## src/rtl/fpga_pad_filter.sv

```systemverilog
// Per-channel pad conditioning: synchroniser followed by SYNC / DEBOUNCE / HOLD filtering,
// with single-cycle rise/fall pulses and a delayed any-edge summary.
module fpga_pad_filter #(
    parameter int unsigned      N_CH        = 48,
    parameter int unsigned      CNT_W       = 8,
    parameter int unsigned      SYNC_STAGES = 2,
    parameter logic [N_CH-1:0]  RST_VAL     = '1
) (
    input  logic                clk_i,
    input  logic                rst_ni,
    input  logic [N_CH-1:0]     pad_i,
    input  logic [2*N_CH-1:0]   mode_i,
    input  logic [CNT_W-1:0]    thresh_i,
    output logic [N_CH-1:0]     pad_o,
    output logic [N_CH-1:0]     rise_o,
    output logic [N_CH-1:0]     fall_o,
    output logic                edge_any_o
);

    typedef enum logic [1:0] {
        MODE_SYNC     = 2'b00,
        MODE_DEBOUNCE = 2'b01,
        MODE_HOLD     = 2'b10,
        MODE_SYNC_ALT = 2'b11
    } mode_e;

    logic [N_CH-1:0]   sync_q [SYNC_STAGES];
    logic [N_CH-1:0]   s;
    logic [N_CH-1:0]   pad_q;
    logic [N_CH-1:0]   rise_q;
    logic [N_CH-1:0]   fall_q;
    logic [N_CH-1:0]   upd;
    logic              edge_q;
    logic [2*N_CH-1:0] mode_q;
    logic [CNT_W-1:0]  cnt_q [N_CH];
    logic [CNT_W-1:0]  cnt_d [N_CH];
    logic [CNT_W-1:0]  t_m1;

    assign s    = sync_q[SYNC_STAGES-1];
    // thresh_i == 0 behaves as a threshold of 1, so the terminal count is 0 either way.
    assign t_m1 = (thresh_i == '0) ? '0 : thresh_i - CNT_W'(1);

    always_comb begin
        for (int unsigned ch = 0; ch < N_CH; ch++) begin
            upd[ch]   = 1'b0;
            cnt_d[ch] = '0;
            case (mode_e'(mode_i[2*ch +: 2]))
                MODE_HOLD: begin
                end
                MODE_DEBOUNCE: begin
                    // The edge on which a new mode is first seen only clears the count.
                    if ((mode_i[2*ch +: 2] == mode_q[2*ch +: 2]) && (s[ch] != pad_q[ch])) begin
                        if (cnt_q[ch] >= t_m1) begin
                            upd[ch] = 1'b1;
                        end else begin
                            cnt_d[ch] = cnt_q[ch] + CNT_W'(1);
                        end
                    end
                end
                default: begin
                    upd[ch] = s[ch] ^ pad_q[ch];
                end
            endcase
        end
    end

    always_ff @(posedge clk_i) begin
        if (!rst_ni) begin
            for (int unsigned k = 0; k < SYNC_STAGES; k++) begin
                sync_q[k] <= RST_VAL;
            end
            for (int unsigned ch = 0; ch < N_CH; ch++) begin
                cnt_q[ch] <= '0;
            end
            pad_q  <= RST_VAL;
            rise_q <= '0;
            fall_q <= '0;
            edge_q <= 1'b0;
            mode_q <= mode_i;
        end else begin
            sync_q[0] <= pad_i;
            for (int unsigned k = 1; k < SYNC_STAGES; k++) begin
                sync_q[k] <= sync_q[k-1];
            end
            cnt_q  <= cnt_d;
            pad_q  <= pad_q ^ upd;
            rise_q <= upd & s;
            fall_q <= upd & ~s;
            edge_q <= |(rise_q | fall_q);
            mode_q <= mode_i;
        end
    end

    assign pad_o      = pad_q;
    assign rise_o     = rise_q;
    assign fall_o     = fall_q;
    assign edge_any_o = edge_q;

endmodule
```

## config.mk

```make
export PLATFORM = sky130hd
export DESIGN_NAME = fpga_pad_filter
export DESIGN_NICKNAME = d
export VERILOG_FILES = /design/src/rtl/fpga_pad_filter.sv
export SDC_FILE = /design/constraint.sdc
export NUM_CORES = 1
export LEC_CHECK = 0
export BUFFER_PORTS_ARGS = -buffer_cell sky130_fd_sc_hd__buf_2
export CAP_MARGIN = 10
export CORE_ASPECT_RATIO = 1.1
export CORE_MARGIN = 2
export CORE_UTILIZATION = 58
export DETAILED_ROUTE_END_ITERATION = 8
export PLACE_DENSITY = 0.78
export SKIP_CTS_REPAIR_TIMING = 1
export SYNTH_ARGS = -nofsm -noshare
export SYNTH_HDL_FRONTEND = slang
export SYNTH_SLANG_ARGS = --single-unit
export TNS_END_PERCENT = 100
```

## constraint.sdc

```tcl
create_clock -name clk_i -period 10.2 [get_ports clk_i]
set_input_delay 1.02 -clock clk_i [delete_from_list [all_inputs] [get_ports clk_i]]
set_output_delay 1.02 -clock clk_i [all_outputs]
set_load 0.01 [all_outputs]
```

==> impl_metrics.tcl <==
set metrics [dict create \
    status "completed" \
    drt-vias-per-instance 5.56 \
    worst-endpoint-required_ns 10.74 \
    synth_top_area_cell "dfxtp_1" \
    clk_pin_slew_ns 0.06 \
    pwr-share-clk 0.444 \
    rsz0062_at_grt "false" \
    p_seq_frac 0.470 \
    multi_input_area_sq_um 21100 \
    cts_tree "done" \
    row_count 96 \
    drive_gt1_frac 0.117 \
    critPathMaxStageDelay_ns 0.67 \
    mostFrequentLayoutCells "721 x dfxtp_1, 505 x nor2_1, 481 x ha_1" \
    synth_top_area_frac 0.397 \
    dpl.hpwl_mm 55.9 \
    finalSetupTns_ns 0 \
    end_kind "flop" \
    nets 4779 \
    core_area_sq_um 62200 \
    crit_type "input pin to flop" \
    syn_area_sq_um 36400 \
    fmax_mhz 232 \
    ant_nets 0 \
    ctsRootBufferMaster "clkbuf_16" \
    p_leak_nw 17.9 \
    antenna_found_initial 11 \
    syn_to_final_growth_pct 13.5 \
    slew_viol_final 0 \
    cap_viol_max_count 0 \
    synthDistinctLibCells 51 \
    period_share 0.423 \
    place_inst 4899 \
    p_switching_mw 1.47 \
    cp_cell_sequence "buf_2 -> nor4_1 -> nand2_1 -> or3_1 -> and2_2 -> buf_4 -> ha_1 -> nand2b_1 -> a2111oi_0 -> o31a_1 -> nand3_1 -> nor2_1" \
    clkLatencyLatePin_ns 0.61 \
    min_path_type "flop to flop" \
    start_util 0.584 \
    yosys-top-cells-area "dfxtp_1 40%, ha_1 17%, xor2_1 6.5%" \
    cts_num_sinks 721 \
    ys.flop_type "dfxtp_1" \
    swShare 0.237 \
    worstSetupStartpointType "input pin" \
    drtIter0Drc 1340 \
    gp_congestion 0.826 \
    synthCells 3816 \
    crit_slowest_cell "a2111oi_0" \
    die_h_microns 267 \
    pin_count 299 \
    grt_pass1_wl_mm 134 \
    wirelength_mm 81.9 \
    regArea_sq_um 14400 \
    holdWs_ns 0.404 \
    mostFrequentLayoutCell "dfxtp_1" \
    synth-seq-cells 721 \
    fin_total_pwr_mw 6.20 \
    vdd_drop_max_mv 0.129 \
    combPwrFrac 0.086 \
    yosys_warnings 0 \
    async_flop_share 0 \
    wl_per_cell_microns 16.3 \
    syn_area_per_cell_sq_um 9.53 \
    firstDrtPassIters 7 \
    synth_edf_count 0 \
    drc 0 \
    fin_skew_ns 0.0146 \
    dieWidth_microns 243 \
    cp.arrival_ns 4.85 \
    synth.net_count 4451 \
    p_int_mw 4.73 \
    final.fill_count 5047 \
    grt_max_degree 173 \
    path_max_fanout 48 \
    numPortBuffers 298 \
    power.density_nw_per_um2 150 \
    fin_crit_ns 4.31 \
    cts_buffers 76 \
    hold_viol 0 \
    vias 28000 \
    ys_seq_area_frac 0.397 \
    die_area_sq_um 64700 \
    grt_pass1_vias 27000 \
    worst_pin_slew_ns 1.31 \
    setup_viol 0 \
    htreeDepth 3 \
    grt_usage 0.250 \
    slew_headroom 0.121 \
    clockBufferDepth 3 \
    instances_no_fill 5037 \
    grt_overflow 0 \
]
## logic make-up (layout without fill, tap and decap cells)
family                     Yosys count  count (layout)  share of synthesized area
adders and majority gates          481             481                      0.165
and+or+nand+nor                   1416            1416                      0.196
xor gates and xnor gates           436             436                      0.105
DFF                                721             721                      0.397
AOI/OAI and AO/OA                  489             489                      0.101
muxes                               35              35                     0.0102
buffers and inverters              238             620                     0.0255
other                                0               6                          0
## per-layer routing
layer | global-route usage | up-vias | wire length (microns)
li1 | - | 14200 | -
met1 | 0.323 | 13100 | 37000
met5 | 0 | - | 44
met3 | 0.0463 | 128 | 4770
met4 | 0.0849 | 6 | 1950
met2 | 0.422 | 586 | 38100
## path summary, 6_finish.rpt
path                             from                       end  slack, ns  cells after the start
max                       thresh_i[5]     cnt_q[191]$_SDFF_PP0_       5.89                     12
min reg2reg  sync_q[0][25]$_SDFF_PN1_  sync_q[0][73]$_SDFF_PN1_       0.40                      1
max reg2reg     cnt_q[184]$_SDFF_PP0_     cnt_q[191]$_SDFF_PP0_       7.85                      7
min          sync_q[0][25]$_SDFF_PN1_  sync_q[0][73]$_SDFF_PN1_       0.40                      1
## layout make-up
class / count / area share
Multi-Input combinational cell: 2857 / 0.510
Inverter: 182 / 0.0166
Antenna cell: 6 / 0.000364
Tap cell: 833 / 0.0252
Sequential cell: 721 / 0.350
Clock inverter: 25 / 0.00636
Clock buffer: 107 / 0.0536
Timing Repair Buffer: 306 / 0.0381
## state kept, by name, summed over array words and instances, names as in the netlist
register    cells
mode_q         96
edge_any_o      1
cnt_q         384
rise_o         48
pad_o          48
sync_q         96
fall_o         48
## power by group through the flow
stage	Combinational (mW)	Sequential (mW)	Clock, mW
after detailed placement	0.534	2.98	0
after global routing	0.603	2.92	2.93
final	0.535	2.92	2.75
after global placement	0.517	2.98	0
after CTS	0.539	2.92	2.81
after floorplan	0.341	2.97	0
## synthesized netlist by cell type (2+ instances only)
library cell,number
a2111o_1,9
a2111oi_0,11
a2111oi_2,28
a211o_1,10
a211oi_1,6
a21bo_2,6
a21boi_0,6
a21o_1,45
a21oi_1,134
a22oi_1,29
a311oi_1,20
a41o_1,29
and3_1,89
and4_1,20
buf_1,3
buf_2,22
clkbuf_1,30
dfxtp_1,721
ha_1,481
inv_1,181
mux2_2,17
mux2i_1,18
nand2_1,115
nand2b_1,195
nand3_1,247
nand3b_1,19
nand4_1,78
nand4b_1,2
nor2_1,505
nor3_1,53
nor3b_1,19
nor4_1,28
o2111ai_1,6
o211ai_1,33
o21a_1,41
o21ai_0,30
o21ai_1,3
o31a_1,13
o31ai_1,29
or2_2,5
or3_1,19
or4b_1,18
xnor2_1,168
xor2_1,268
## per-stage QoR
stage	instance area, sq um	setup slack [ns]	utilization
final	41300	5.89	0.664
after floorplan	36400	4.99	-
after CTS	41300	5.94	0.663
after global placement	38800	5.38	0.624
after global routing	41300	5.63	0.664
after detailed placement	38800	5.29	0.624
## worst max-delay path, delay by kind of cell
kind / cells / cell delay [ns]
buffers and inverters: 2 / 0.51
adder cells (fa/ha/maj): 1 / 0.40
AND/OR/NAND/NOR: 7 / 1.98
AO/OA/AOI/OAI: 2 / 0.89
Power figures use the tool's default switching activity.
